File: src/rtl/hazard_ctrl_if.sv
// Pipeline-side hazard inputs and latch control outputs of the hazard sequencer.
// The master modport is the datapath; the slave modport is hazard_ctrl.
interface hazard_ctrl_if #(
    parameter int STALL_CNT_W = 16
);
    logic                   ihit;
    logic                   dhit;
    logic [4:0]             ifid_rs;
    logic [4:0]             ifid_rt;
    logic [4:0]             idex_rt;
    logic                   idex_dREN;
    logic                   exmem_dREN;
    logic                   exmem_dWEN;
    logic                   branch_taken;
    logic                   jump;
    logic                   halt_in;
    logic                   pc_en;
    logic                   ifid_en;
    logic                   ifid_flush;
    logic                   idex_freeze;
    logic                   idex_flush;
    logic                   idex_en;
    logic                   exmem_en;
    logic                   halt_out;
    logic                   mem_timeout;
    logic [STALL_CNT_W-1:0] stall_count;
    logic [STALL_CNT_W-1:0] flush_count;

    modport master (
        output ihit, dhit, ifid_rs, ifid_rt, idex_rt, idex_dREN,
               exmem_dREN, exmem_dWEN, branch_taken, jump, halt_in,
        input  pc_en, ifid_en, ifid_flush, idex_freeze, idex_flush, idex_en,
               exmem_en, halt_out, mem_timeout, stall_count, flush_count
    );

    modport slave (
        input  ihit, dhit, ifid_rs, ifid_rt, idex_rt, idex_dREN,
               exmem_dREN, exmem_dWEN, branch_taken, jump, halt_in,
        output pc_en, ifid_en, ifid_flush, idex_freeze, idex_flush, idex_en,
               exmem_en, halt_out, mem_timeout, stall_count, flush_count
    );
endinterface

File: src/rtl/hazard_ctrl.sv
// Pipeline sequencer for the 5-stage core: combinational latch/PC controls from
// RUN/MEMWAIT/HALT state plus hazard inputs, with stall/flush statistics.
module hazard_ctrl #(
    parameter int STALL_CNT_W = 16,
    parameter int MEM_TIMEOUT = 255
) (
    input logic        CLK,
    input logic        RST,
    hazard_ctrl_if.slave hif
);
    localparam logic [7:0] WAIT_MAX = 8'(MEM_TIMEOUT);

    typedef enum logic [1:0] {RUN, MEMWAIT, HALT} state_t;

    state_t                 state;
    logic [7:0]             wcnt;
    logic                   to_q;
    logic [STALL_CNT_W-1:0] stall_cnt;
    logic [STALL_CNT_W-1:0] flush_cnt;

    logic memop, luse, memstall, to_hit;
    logic pc_en, ifid_en, ifid_flush, idex_freeze, idex_flush, idex_en, exmem_en;

    assign memop    = hif.exmem_dREN | hif.exmem_dWEN;
    assign luse     = hif.idex_dREN & (hif.idex_rt != 5'd0) &
                      ((hif.idex_rt == hif.ifid_rs) | (hif.idex_rt == hif.ifid_rt));
    assign memstall = (state == MEMWAIT) | ((state == RUN) & memop & ~hif.dhit);
    assign to_hit   = (state == MEMWAIT) & ~hif.dhit & (wcnt == WAIT_MAX);

    // A memory stall issues no flush or freeze, so a pending branch or load-use
    // is simply re-evaluated once the pipeline is allowed to move again.
    always_comb begin
        pc_en       = 1'b0;
        ifid_en     = 1'b0;
        ifid_flush  = 1'b0;
        idex_freeze = 1'b0;
        idex_flush  = 1'b0;
        idex_en     = 1'b0;
        exmem_en    = 1'b0;
        if (state != HALT && !memstall) begin
            if (hif.branch_taken) begin
                pc_en      = hif.ihit;
                ifid_en    = hif.ihit;
                ifid_flush = hif.ihit;
                idex_flush = hif.ihit;
                idex_en    = hif.ihit;
                exmem_en   = hif.ihit;
            end else if (luse) begin
                idex_freeze = hif.ihit;
                idex_en     = hif.ihit;
                exmem_en    = hif.ihit;
            end else if (hif.jump) begin
                pc_en      = hif.ihit;
                ifid_en    = hif.ihit;
                ifid_flush = hif.ihit;
                idex_en    = hif.ihit;
                exmem_en   = hif.ihit;
            end else begin
                pc_en    = hif.ihit;
                ifid_en  = hif.ihit;
                idex_en  = hif.ihit;
                exmem_en = hif.ihit;
            end
        end
    end

    always_ff @(posedge CLK or posedge RST) begin
        if (RST) begin
            state     <= RUN;
            wcnt      <= 8'd0;
            to_q      <= 1'b0;
            stall_cnt <= '0;
            flush_cnt <= '0;
        end else begin
            case (state)
                RUN: begin
                    if (hif.halt_in) begin
                        state <= HALT;
                    end else if (memop && !hif.dhit) begin
                        state <= MEMWAIT;
                        wcnt  <= 8'd0;
                    end
                end
                MEMWAIT: begin
                    if (hif.halt_in) begin
                        state <= HALT;
                    end else if (hif.dhit) begin
                        state <= RUN;
                    end else if (to_hit) begin
                        to_q <= 1'b1;
                    end else begin
                        wcnt <= wcnt + 8'd1;
                    end
                end
                HALT:    state <= HALT;
                default: state <= RUN;
            endcase

            if (!pc_en && state != HALT && stall_cnt != '1)
                stall_cnt <= stall_cnt + STALL_CNT_W'(1);
            if (ifid_flush && flush_cnt != '1)
                flush_cnt <= flush_cnt + STALL_CNT_W'(1);
        end
    end

    assign hif.pc_en       = pc_en;
    assign hif.ifid_en     = ifid_en;
    assign hif.ifid_flush  = ifid_flush;
    assign hif.idex_freeze = idex_freeze;
    assign hif.idex_flush  = idex_flush;
    assign hif.idex_en     = idex_en;
    assign hif.exmem_en    = exmem_en;
    assign hif.halt_out    = (state == HALT);
    // Timeout is visible in the very cycle the limit is hit, then held.
    assign hif.mem_timeout = to_q | to_hit;
    assign hif.stall_count = stall_cnt;
    assign hif.flush_count = flush_cnt;
endmodule

File: src/flat_wrapper.sv
// flat-port wrapper written by rule: the top's interface ports become plain ports
module hazard_ctrl_flat 
#(
    parameter int STALL_CNT_W = 16,
    parameter int MEM_TIMEOUT = 255
)
  (CLK, RST, hif_ihit, hif_dhit, hif_ifid_rs, hif_ifid_rt, hif_idex_rt, hif_idex_dREN, hif_exmem_dREN, hif_exmem_dWEN, hif_branch_taken, hif_jump, hif_halt_in, hif_pc_en, hif_ifid_en, hif_ifid_flush, hif_idex_freeze, hif_idex_flush, hif_idex_en, hif_exmem_en, hif_halt_out, hif_mem_timeout, hif_stall_count, hif_flush_count);
  hazard_ctrl_if #(.STALL_CNT_W(STALL_CNT_W)) hif_i ();
  input logic CLK;
  input logic RST;
  input wire logic [$bits(hif_i.ihit)-1:0] hif_ihit;
  input wire logic [$bits(hif_i.dhit)-1:0] hif_dhit;
  input wire logic [$bits(hif_i.ifid_rs)-1:0] hif_ifid_rs;
  input wire logic [$bits(hif_i.ifid_rt)-1:0] hif_ifid_rt;
  input wire logic [$bits(hif_i.idex_rt)-1:0] hif_idex_rt;
  input wire logic [$bits(hif_i.idex_dREN)-1:0] hif_idex_dREN;
  input wire logic [$bits(hif_i.exmem_dREN)-1:0] hif_exmem_dREN;
  input wire logic [$bits(hif_i.exmem_dWEN)-1:0] hif_exmem_dWEN;
  input wire logic [$bits(hif_i.branch_taken)-1:0] hif_branch_taken;
  input wire logic [$bits(hif_i.jump)-1:0] hif_jump;
  input wire logic [$bits(hif_i.halt_in)-1:0] hif_halt_in;
  output wire logic [$bits(hif_i.pc_en)-1:0] hif_pc_en;
  output wire logic [$bits(hif_i.ifid_en)-1:0] hif_ifid_en;
  output wire logic [$bits(hif_i.ifid_flush)-1:0] hif_ifid_flush;
  output wire logic [$bits(hif_i.idex_freeze)-1:0] hif_idex_freeze;
  output wire logic [$bits(hif_i.idex_flush)-1:0] hif_idex_flush;
  output wire logic [$bits(hif_i.idex_en)-1:0] hif_idex_en;
  output wire logic [$bits(hif_i.exmem_en)-1:0] hif_exmem_en;
  output wire logic [$bits(hif_i.halt_out)-1:0] hif_halt_out;
  output wire logic [$bits(hif_i.mem_timeout)-1:0] hif_mem_timeout;
  output wire logic [$bits(hif_i.stall_count)-1:0] hif_stall_count;
  output wire logic [$bits(hif_i.flush_count)-1:0] hif_flush_count;
  assign hif_i.ihit = hif_ihit;
  assign hif_i.dhit = hif_dhit;
  assign hif_i.ifid_rs = hif_ifid_rs;
  assign hif_i.ifid_rt = hif_ifid_rt;
  assign hif_i.idex_rt = hif_idex_rt;
  assign hif_i.idex_dREN = hif_idex_dREN;
  assign hif_i.exmem_dREN = hif_exmem_dREN;
  assign hif_i.exmem_dWEN = hif_exmem_dWEN;
  assign hif_i.branch_taken = hif_branch_taken;
  assign hif_i.jump = hif_jump;
  assign hif_i.halt_in = hif_halt_in;
  assign hif_pc_en = hif_i.pc_en;
  assign hif_ifid_en = hif_i.ifid_en;
  assign hif_ifid_flush = hif_i.ifid_flush;
  assign hif_idex_freeze = hif_i.idex_freeze;
  assign hif_idex_flush = hif_i.idex_flush;
  assign hif_idex_en = hif_i.idex_en;
  assign hif_exmem_en = hif_i.exmem_en;
  assign hif_halt_out = hif_i.halt_out;
  assign hif_mem_timeout = hif_i.mem_timeout;
  assign hif_stall_count = hif_i.stall_count;
  assign hif_flush_count = hif_i.flush_count;
  hazard_ctrl #(.STALL_CNT_W(STALL_CNT_W), .MEM_TIMEOUT(MEM_TIMEOUT)) u_core (.CLK(CLK), .RST(RST), .hif(hif_i));
endmodule
File: config.mk
export PLATFORM = sky130hd
export DESIGN_NAME = hazard_ctrl_flat
export DESIGN_NICKNAME = d
export VERILOG_FILES = /design/src/rtl/hazard_ctrl_if.sv /design/src/rtl/hazard_ctrl.sv /design/src/flat_wrapper.sv
export SDC_FILE = /design/constraint.sdc
export NUM_CORES = 1
export LEC_CHECK = 0
export CORE_UTILIZATION = 43
export CTS_CLUSTER_DIAMETER = 80
export CTS_CLUSTER_SIZE = 28
export DETAILED_ROUTE_END_ITERATION = 6
export PLACE_DENSITY = 0.76
export SYNTH_ARGS = -nofsm -noshare
export SYNTH_HDL_FRONTEND = slang
export SYNTH_SLANG_ARGS = --single-unit
File: constraint.sdc
create_clock -name CLK -period 1.79 [get_ports CLK]
set_input_delay 0.179 -clock CLK [delete_from_list [all_inputs] [get_ports CLK]]
set_output_delay 0.179 -clock CLK [all_outputs]
set_load 0.02 [all_outputs]
## Word-level counts from Yosys, hierarchy flattened

Index checks and enable logic that the tools add are counted.

- Bits in registers: 43
- Bits in latches: 0
- Memory bits (writable): 0
- Memory bits (read-only): 0
- Bits of input ports: 25
- Output and inout port bits: 41
- Word-level logic and storage cells: 73
- Memories: 0

- Add/sub/neg operators: 3
- Multiply operators: 0
- Div/mod/pow operators: 0
- Order comparisons: 0
- Eq/ne operators: 15
- Shift-type cells: 0
- Mux-type cells: 24
- Bitwise gates (word level): 12
- Reductions and logical operators: 14

Operators by type and width:

| operator | number |
|---|---|
| $mux 8 | 5 |
| $add 16x1->16 const B | 2 |
| $ne 16x16->1 const B | 2 |
| $pmux 8 s2 | 1 |
| $mux 1 | 13 |
| $ne 2x2->1 const B | 6 |
| $eq 5x5->1 | 2 |
| $add 8x1->8 const B | 1 |
| $eq 8x8->1 const B | 1 |
| $mux 2 | 4 |
| $and 1x1->1 | 6 |
| $ne 3x3->1 const B | 2 |
| $pmux 2 s3 | 1 |
| $reduce_and 6->1 | 1 |
| $logic_and 1x1->1 | 5 |
| $reduce_bool 5->1 | 1 |
| $or 1x1->1 | 4 |
| $reduce_and 4->1 | 1 |
| $logic_not 1->1 | 3 |
| $eq 2x1->1 const B | 1 |
| $eq 2x2->1 const B | 1 |
| $logic_not 2->1 | 1 |
| $not 1->1 | 2 |
| $reduce_and 2->1 | 1 |
| $reduce_bool 2->1 | 1 |

## Logic depth before layout (Yosys ltp)

- Word-level depth: 10
- Depth in mapped cells: 8
- Mapped depth without buffers: 7

## Worst setup path after synthesis

OpenSTA, ideal clock, no wires.

- Kind: register -> output
- Start: register u_core.state[1]
- End: output port hif_pc_en
- Arrival: 1.837 ns
- Required time: 1.611 ns
- Slack: -0.226 ns
- Stages on the path, launching flop included: 7
- Path buffers: 2
- Cells stage by stage: dfrtp_1 -> or2_2 -> o2111a_1 -> o21ai_2 -> clkbuf_1 -> inv_1 -> buf_4

- Cells in the longest elaborated chain, start to end: 7
- Elaborated cells between the ends (all ways): 9
- Classes of those cells: 2 x eq/ne; 1 x mux; 3 x bitwise; 3 x reduce/logical

RTL lines:

| item | line | source |
|---|---|---|
| start, declared | hazard_ctrl.sv:15 | `state_t state;` |
| start signal, assigned | hazard_ctrl.sv:69 | `state <= RUN;` |
| start signal, assigned | hazard_ctrl.sv:78 | `state <= HALT;` |
| start signal, assigned | hazard_ctrl.sv:80 | `state <= MEMWAIT;` |
| $logic_not 2->1 | hazard_ctrl.sv:27 | `assign memstall = (state == MEMWAIT) \| ((state == RUN) & memop & ~hif.dhit);` |
| $and 1x1->1 (2 in a row) | hazard_ctrl.sv:27 |  |
| $or 1x1->1 | hazard_ctrl.sv:27 |  |
| $logic_not 1->1 | hazard_ctrl.sv:40 | `if (state != HALT && !memstall) begin` |
| $logic_and 1x1->1 (*) | hazard_ctrl.sv:40 |  |
| $mux 1 (*) | -- |  |
| end, declared | flat_wrapper.sv:22 | `output wire logic [$bits(hif_i.pc_en)-1:0] hif_pc_en;` |

Every way passes the cells marked *; elsewhere a longest branch is shown, timed or not.

## Worst setup path in the final report

- Start: register u_core.state[1]
- End: register u_core.flush_cnt[10] (netlist: u_core.hif.flush_count[10])

- Cells in the longest elaborated chain, start to end: 8
- Elaborated cells between the ends (all ways): 10
- Classes of those cells: 2 x eq/ne; 1 x mux; 3 x bitwise; 4 x reduce/logical

RTL lines:

| item | line | source |
|---|---|---|
| $logic_not 2->1 | hazard_ctrl.sv:27 |  |
| $and 1x1->1 (2 in a row) | hazard_ctrl.sv:27 |  |
| $or 1x1->1 | hazard_ctrl.sv:27 |  |
| $logic_not 1->1 | hazard_ctrl.sv:40 |  |
| $logic_and 1x1->1 (*) | hazard_ctrl.sv:40 |  |
| $mux 1 (*) | hazard_ctrl.sv:40 |  |
| $logic_and 1x1->1 (*) | hazard_ctrl.sv:101 | `if (ifid_flush && flush_cnt != '1)` |
| end signal, assigned | hazard_ctrl.sv:102 | `flush_cnt <= flush_cnt + STALL_CNT_W'(1);` |
| end, declared | hazard_ctrl.sv:19 | `logic [STALL_CNT_W-1:0] flush_cnt;` |

Marked as above.
A chain may end at the register's enable or synchronous reset.

==> metrics <==
RSZ-0062 raised after global routing true; Peak Freq approximately 0.54 GHz; Detailed Route WL 6470 microns; clock latency on the worst-skew pair 0.30 ns; via count between 2000 and 2500; Die H roughly 75 microns; MaxCap Viol Count 0; grt ovf 0; final hold violations 0; synth warn 0; met1 WL 2770 microns; skew final between 0.005 and 0.006 ns; final setup vio count 31; antenna violations before repair 0; Mean Syn Cell Area approximately 10 sq um; Longest Clk Path Bufs 2; number of buffers created by CTS 5; fin crit share 1.04; dpl hpwl 4180 microns; GRT Util Overall 0.219; Filler cells ~380; fin worst setup slack -0.0685 ns; Leakage 1.69 nW; DRC Markers 0; clk slew on worst S/H paths ~0.090 ns; CTS tree built; Die X-Extent 75.1 microns; Design Area, Final roughly 3800 sq um; CTS root buf clkbuf_8; NumNets Final ~380; Iteration-0 DRC Markers between 90 and 100; area of the core about 5100 sq um; Synth cell types slightly above 40; H-tree depth 2; post-synthesis sequential area ratio 0.468; Worst setup EP type flop; first-pass GRT wire length 9320 microns; Synth Register Bits 43; wire length on met3 about 310 microns; Starting Density 0.447; Routability Congestion 0.826; Max Slew Vio Count 0; mean routed wirelength per cell between 15 and 20 microns; remaining antenna violation count 0; WL met2 between 3000 and 4000 microns; port bufs 65; number of global-route vias before repair between 2000 and 2500; CTS sink count 43; PD cells roughly 940 nW/um^2; Max Used Layer met4; CP arrival ~2.1 ns; Syn Inst Count around 230; row count 26; area grow syn2layout 64.7%; WS Path Type flop to flop; Placed Instance Area ~3400 sq um; HP Class input pin to asynchronous set/reset pin; I/O Pins 66; syn nets ~260; number of antenna repair diodes 0; Post-Place Worst Slack -0.556 ns; run status finished, violations left; WP data required a little over 2 ns; Worst-Margin Slew ~0.35 ns; startpoint type of the worst setup path flop; normalized max-slew margin 0.762; peak supply drop 0.733 mV; CP Max Fanout 6; Initial DRT Pass Iterations 4; Final Core Density 0.736; largest net degree at the start of global routing 44; mapped cell area between 2000 and 2500 sq um; fin crit period 1.86 ns; via-per-instance ratio between 5 and 6; proportion of layout cells with a drive suffix above 1 0.356; failing checks setup timing; die area between 5000 and 6000 sq um
-- final timing paths --
path,endpoint,depth (start not counted),slack [ns],start
setup / recovery,u_core.hif.flush_count[10]$_DFFE_PP0P_,8,-0.07,u_core.state[1]$_DFFE_PP0P_
hold / removal,u_core.hif.stall_count[13]$_DFFE_PP0P_,3,0.25,RST
setup reg to reg,u_core.hif.flush_count[10]$_DFFE_PP0P_,8,-0.07,u_core.state[1]$_DFFE_PP0P_
hold reg to reg,u_core.to_q$_DFFE_PP0P_,1,0.47,u_core.to_q$_DFFE_PP0P_
max in group asynchronous,u_core.hif.flush_count[1]$_DFFE_PP0P_,3,1.31,RST
min in group CLK,u_core.to_q$_DFFE_PP0P_,1,0.47,u_core.to_q$_DFFE_PP0P_
-- critical path, cell delays in order, from the launching register on --
cell	delay (ns)
dfrtp_1	0.43
buf_6	0.14
nand2b_4	0.06
o2111a_2	0.31
o311a_1	0.25
o21ai_1	0.11
buf_4	0.17
nor4_4	0.14
xor2_1	0.16
-- flip-flops by register name, indices dropped and copies added (netlist names) --
name / count
u_core.hif.flush_count: 16
u_core.hif.stall_count: 16
u_core.wcnt: 8
u_core.state: 2
u_core.to_q: 1
-- layer usage --
layer  GRT usage  vias to the layer above
met3      0.0442                       13
met2       0.368                       80
met1       0.277                     1072
met5           0                        -
met4      0.0860                        0
li1            -                     1060
-- cell families (layout without fill, tap and decap cells) --
logic type	after synthesis	in the layout	share of synthesized area
AOI/OAI and AO/OA	32	32	0.0969
xor gates and xnor gates	39	39	0.149
adders and majority gates	3	3	0.0163
buffers and inverters	14	133	0.0299
DFF	43	43	0.468
muxes	2	2	0.00980
and+or+nand+nor	96	96	0.230
-- power by group --
part           switching [mW]  internal [mW]
registers               0.161           1.12
clock network           0.342          0.268
logic                   0.785          0.879
-- timing repair --
action / CTS / global route
setup buffers: 5 / 0
resized for setup: 56 / 39
endpoints found under the setup margin: 34 / 45
cloned: 0 / 1
hold buffers: 0 / 0
pin swaps: 8 / 10
-- through the flow --
step | TNS, ns | instances | total power [mW] | hold slack, ns
2_1_floorplan | -0.0466 | 229 | 1.95 | 0.262
5_1_grt | -3.01 | 418 | 3.75 | 0.277
3_3_place_gp | -14.38 | 405 | 2.63 | 0.432
3_5_place_dp | -15.59 | 405 | 2.66 | 0.449
4_1_cts | -0.153 | 418 | 3.38 | 0.256
6_report | -1.19 | 418 | 3.56 | 0.247
-- final cells by class --
type	instances	area [sq um]	area share
Clock buffer	5	68.8	0.0182
Clock inverter	3	15.0	0.00397
Inverter	7	26.3	0.00694
Multi-Input combinational cell	172	1400	0.371
Sequential cell	43	1090	0.289
Tap cell	70	87.6	0.0231
Timing Repair Buffer	118	1090	0.288
-- cell usage after synthesis, drive strengths merged --
library cell,instances,area [sq um]
dfrtp,43,1080
xnor2,32,280
nand2,17,63.8
and3,16,100
nand3,16,80.1
o21ai,16,87.6
nand4,13,81.3
nor2,8,30.0
nor4,8,56.3
inv,7,26.3
xor2,7,61.3
a31oi,4,40.0
buf,4,31.3
nor3,4,20.0
and2,3,18.8
clkbuf,3,11.3
ha,3,37.5
nand2b,3,18.8
or2,3,18.8
a21o,2,15.0
mux2,2,22.5
nor2b,2,12.5
o31ai,2,15.0
a21boi,1,7.51
a21oi,1,5.00
and4,1,8.76
nand4b,1,8.76
o2111a,1,11.3
o21a,1,7.51
o22a,1,8.76
o22ai,1,6.26
o311a,1,10.0
o311ai,1,8.76
or4,1,11.3
-- cell usage in the layout (no fill, tap or decap), types with 3 or more instances in the layout --
master            n
a31oi_1           3
and2_1            3
and3_1           12
and3_4            4
buf_4            49
buf_6             7
clkbuf_8          5
clkdlybuf4s50_1  51
clkinv_2          3
dfrtp_1          29
dfrtp_2          14
dlygate4sd2_1     6
inv_1             6
nand2_1          17
nand3_1           8
nand3_2           8
nand4_1          13
nor2_1            7
nor4_4            6
o21ai_0          11
o21ai_1           3
xnor2_1          30
xor2_1            7
Note: power is estimated with default switching activity, not from simulation.
==> variant 1, RTL diff (config.mk and constraints unchanged) <==
`MEM_TIMEOUT` is set to 255 in 2 places; all go to 127.
--- a/src/rtl/hazard_ctrl.sv
+++ b/src/rtl/hazard_ctrl.sv
@@ -2,7 +2,7 @@
 // RUN/MEMWAIT/HALT state plus hazard inputs, with stall/flush statistics.
 module hazard_ctrl #(
     parameter int STALL_CNT_W = 16,
-    parameter int MEM_TIMEOUT = 255
+    parameter int MEM_TIMEOUT = 127
 ) (
     input logic        CLK,
     input logic        RST,
--- a/src/flat_wrapper.sv
+++ b/src/flat_wrapper.sv
@@ -2,7 +2,7 @@
 module hazard_ctrl_flat 
 #(
     parameter int STALL_CNT_W = 16,
-    parameter int MEM_TIMEOUT = 255
+    parameter int MEM_TIMEOUT = 127
 )
   (CLK, RST, hif_ihit, hif_dhit, hif_ifid_rs, hif_ifid_rt, hif_idex_rt, hif_idex_dREN, hif_exmem_dREN, hif_exmem_dWEN, hif_branch_taken, hif_jump, hif_halt_in, hif_pc_en, hif_ifid_en, hif_ifid_flush, hif_idex_freeze, hif_idex_flush, hif_idex_en, hif_exmem_en, hif_halt_out, hif_mem_timeout, hif_stall_count, hif_flush_count);
   hazard_ctrl_if #(.STALL_CNT_W(STALL_CNT_W)) hif_i ();
Check against the original RTL: no difference found for any inputs over 10 cycles, from zero or initial values and one cycle with RST high; that may be too few to reach the edited logic, so the function may still have changed.
==> variant 1 against the original RTL <==
The run still ends with negative setup slack left. Clock skew up 0.0039 ns. Area after synthesis grew 1.7%. Non-clock buffer count increased by 2. Sequential cell count unchanged. Setup slack improved by 0.042 ns. Total power up 1.3%. Final area about the same. Routed wire length shrank 4.1%.
==> variant 1: results (changes against the original RTL) <==
status=finished, violations left; failing checks=negative setup slack; synth top area cells=dfrtp_1 46%, xnor2_1 9.4%, xor2_1 5.2%; Crit path max-delay family=buffers and inverters; crit path to=u_core.hif.stall_count[1]; actual transition at the worst max-transition pin=0.536 ns (+0.182 ns); Max IR drop VDD=1.03 mV (+41%); slowest CP cell=clkdlybuf4s50_1; non-clk buf share=0.278 (-0.0104); total track usage=0.214 (-0.00519); Sw Share=0.360 (-0.00219); crit-path max FO=23 (+17); clk cell area share=0.0215 (-0.000675); seq pwr=1.33 mW (+4%); worst setup path start=hif_ifid_rs[2]; share of cells above drive strength 1=0.337 (-0.0193); setup TNS=-0.0368 ns (+1.15 ns); post-DR vias/cell=5.23 (-1.7%); sequential share of the synthesized area=0.460 (-0.00777); # fillers=384 (+1.6%); R2R setup slack=-0.01 ns (+0.06 ns); RePlAce Congestion=0.841 (+1.9%); CP Data Arrival Time=1.99 ns (-0.09 ns); Vias=2276 (+2.3%); Synth Area per Inst=9.70 sq um (-3.4%); synth cell count leaders=43 x dfrtp_1, 25 x xnor2_1, 22 x nand3_1, 20 x nand2_1, 17 x nor2_1; multi-input gates=190 (+10%); reg2reg end=u_core.hif.flush_count[1]; Setup violations, final=2 (-94%); post-CTS sizing=57 (+1.8%); Reg2Reg Launch Point=u_core.hif.flush_count[8]; Signal buffers=120 (+1.7%); clock buf count=7 (+2); Logic inverters=4 (-3); Final Util=0.732 (-0.00415); Iteration-0 DRC Markers=91 (-7.1%); setup ws final=-0.0264 ns (+0.0421 ns); first-pass GRT wire length=9180 um (-1.5%); final hold slack=0.318 ns (+0.0718 ns); largest stage delay on the critical path=0.48 ns (+0.05 ns); placed cell count=421 (+4.0%); multi-input logic area=1470 sq um (+4.5%); FFs & Latches=43 (unchanged); WL/cell=14.3 um (-7.8%); placed cell area=3450 sq um (+1.1%)
-- variant 1: changes by cell type after synthesis, moves of 7 or more --
cell     unedited run  this run
nor4_1              7         0
nor3_1              4        11
nor2_1              8        17
xnor2_1            32        25
xor2_1              7        14
nand4_1            13         5
-- variant 1: metal layers --
| metal | global-route usage | up-vias | share of wire | wire length, um |
|---|---|---|---|---|
| li1 | - | 1099 | - | - |
| met3 | 0.0516 | 5 | 0.059 | 368 |
| met5 | 0 | - | 0 | 0 |
| met1 | 0.282 | 1107 | 0.45 | 2780 |
| met4 | 0.0720 | 0 | 0.011 | 69 |
| met2 | 0.345 | 65 | 0.48 | 2990 |
-- variant 1: cell families after synthesis --
family,Yosys count,synth area share
multiplexers,2,0.00964
AND/OR/NAND/NOR,114,0.258
flip-flops,43,0.460
XOR/XNOR,39,0.146
buffers and inverters,9,0.0225
adder cells (fa/ha/maj),3,0.0161
AO/OA/AOI/OAI,31,0.0878
==> variant 2, RTL diff (config.mk and constraints unchanged) <==
Made on the original files. The 3 states of `state_t` get a one-hot encoding in 3 bits.
--- a/src/rtl/hazard_ctrl.sv
+++ b/src/rtl/hazard_ctrl.sv
@@ -10,7 +10,7 @@
 );
     localparam logic [7:0] WAIT_MAX = 8'(MEM_TIMEOUT);
 
-    typedef enum logic [1:0] {RUN, MEMWAIT, HALT} state_t;
+    typedef enum logic [2:0] {RUN = 3'b001, MEMWAIT = 3'b010, HALT = 3'b100} state_t;
 
     state_t                 state;
     logic [7:0]             wcnt;
Function: same outputs for any inputs over 10 cycles, from zero or initial values and one cycle with RST high; not proved beyond that.
==> variant 2 against the original RTL <==
The run still ends with negative setup slack left. Total power rose by 39%. Worst hold slack got worse by 0.033 ns. Utilization rose by 2.0 points. Non-clock buffer count rose by 20. Sequential cell count rose by 1. Final area rose by 11%. Routed wire length rose by 19%. Area after synthesis rose by 7.7%. Setup slack got worse by 0.36 ns. Maximum frequency fell by 16%. Die area rose by 7.5%. Final cell count rose by 11%. Combinational power rose by 64%. Clock power rose by 28%.
==> variant 2: results (changes against the original RTL) <==
CP Data Arrival Time=2.42 ns (+0.34 ns); total track usage=0.271 (+0.0521); placed cell count=441 (+8.9%); status=finished, violations left; GR Util met3=0.0471 (+0.00288); M2 GR Usage=0.503 (+0.134); Layout Cells excl Fill=463 (+11%); worst setup path start=u_core.state[0]; post-synthesis compound-gate area fraction=0.0748 (-0.0221); failing checks=negative setup slack; post-synthesis mux area share=0.0177 (+0.00789); RePlAce Congestion=0.838 (+1.5%); Syn Nets=282 (+9.7%); P_leak=1.83 nW (+8.7%); reg2reg end=u_core.hif.flush_count[3]; grt met1 use=0.298 (+0.0209); crit-path max FO=5 (-1); Signal buffers=138 (+17%); final net count=418 (+11%); post-synthesis adder-cell area fraction=0.0152 (-0.00117); Slew HR=0.623 (-0.139); sequential share of power=0.292 (-0.069); HPWL Detailed=4890 um (+17%); cells after synthesis=254 (+11%); Mapped Area=2480 sq um (+7.7%); synth cell count leaders=43 x dfrtp_1, 24 x nand2_1, 22 x nand3_1, 22 x xnor2_1, 17 x xor2_1; multi-input logic area=1600 sq um (+14%); Post-Synth XOR/XNOR Area=0.138 (-0.0107); clock buf count=6 (+1); DP Worst Slack=-0.713 ns (-0.156 ns); Iteration-0 DRC Markers=99 (+1.0%); setup TNS=-11.15 ns (-9.97 ns); multi-input gates=197 (+15%); Setup violations, final=48 (+55%); Crit path max-delay family=simple AND/OR/NAND/NOR gates; setup ws final=-0.429 ns (-0.360 ns); slowest CP cell=dfstp_2; Max IR drop VDD=1.02 mV (+39%); post-DR vias/cell=5.40 (+1.4%); share of cells above drive strength 1=0.386 (+0.0299); vias in the first global route=2643 (+27%); Final Skew=0.00610 ns (+0.000423 ns); internal cell power=3.07 mW (+35%); met2 routed WL=4210 um (+29%); placed cell area=3680 sq um (+7.8%); Post-Route WL=7710 um (+19%); Netlist cell types=48 (+17%)
variant 2: changes by cell type in the layout (fill, tap and decap cells not counted), moves of 6 or more:
cell / change
buf_6: +6
xor2_1: +10
buf_4: +14
dfrtp_1: +11
nand4_1: -6
o21ai_0: -9
dlygate4sd2_1: -6
xnor2_1: -12
nand3_1: +8
dfrtp_2: -11
variant 2: repair_timing:
| item | CTS | global route |
|---|---|---|
| buffers inserted | 10 | 4 |
| endpoints found under the setup margin | 49 | 49 |
| pin swaps | 15 | 6 |
| resized for setup | 85 | 33 |
| cloned | 2 | 0 |
variant 2: worst min path at each step:
stage                      startpoint         endpoint  slack, ns  depth (start not counted)
after floorplan           hif_halt_in  u_core.state[2]       0.32                          2
after global placement    u_core.to_q      u_core.to_q       0.43                          1
after detailed placement  u_core.to_q      u_core.to_q       0.44                          1
after CTS                         RST   u_core.wcnt[3]       0.22                          3
after global routing              RST   u_core.wcnt[3]       0.24                          3
final                             RST   u_core.wcnt[5]       0.21                          3
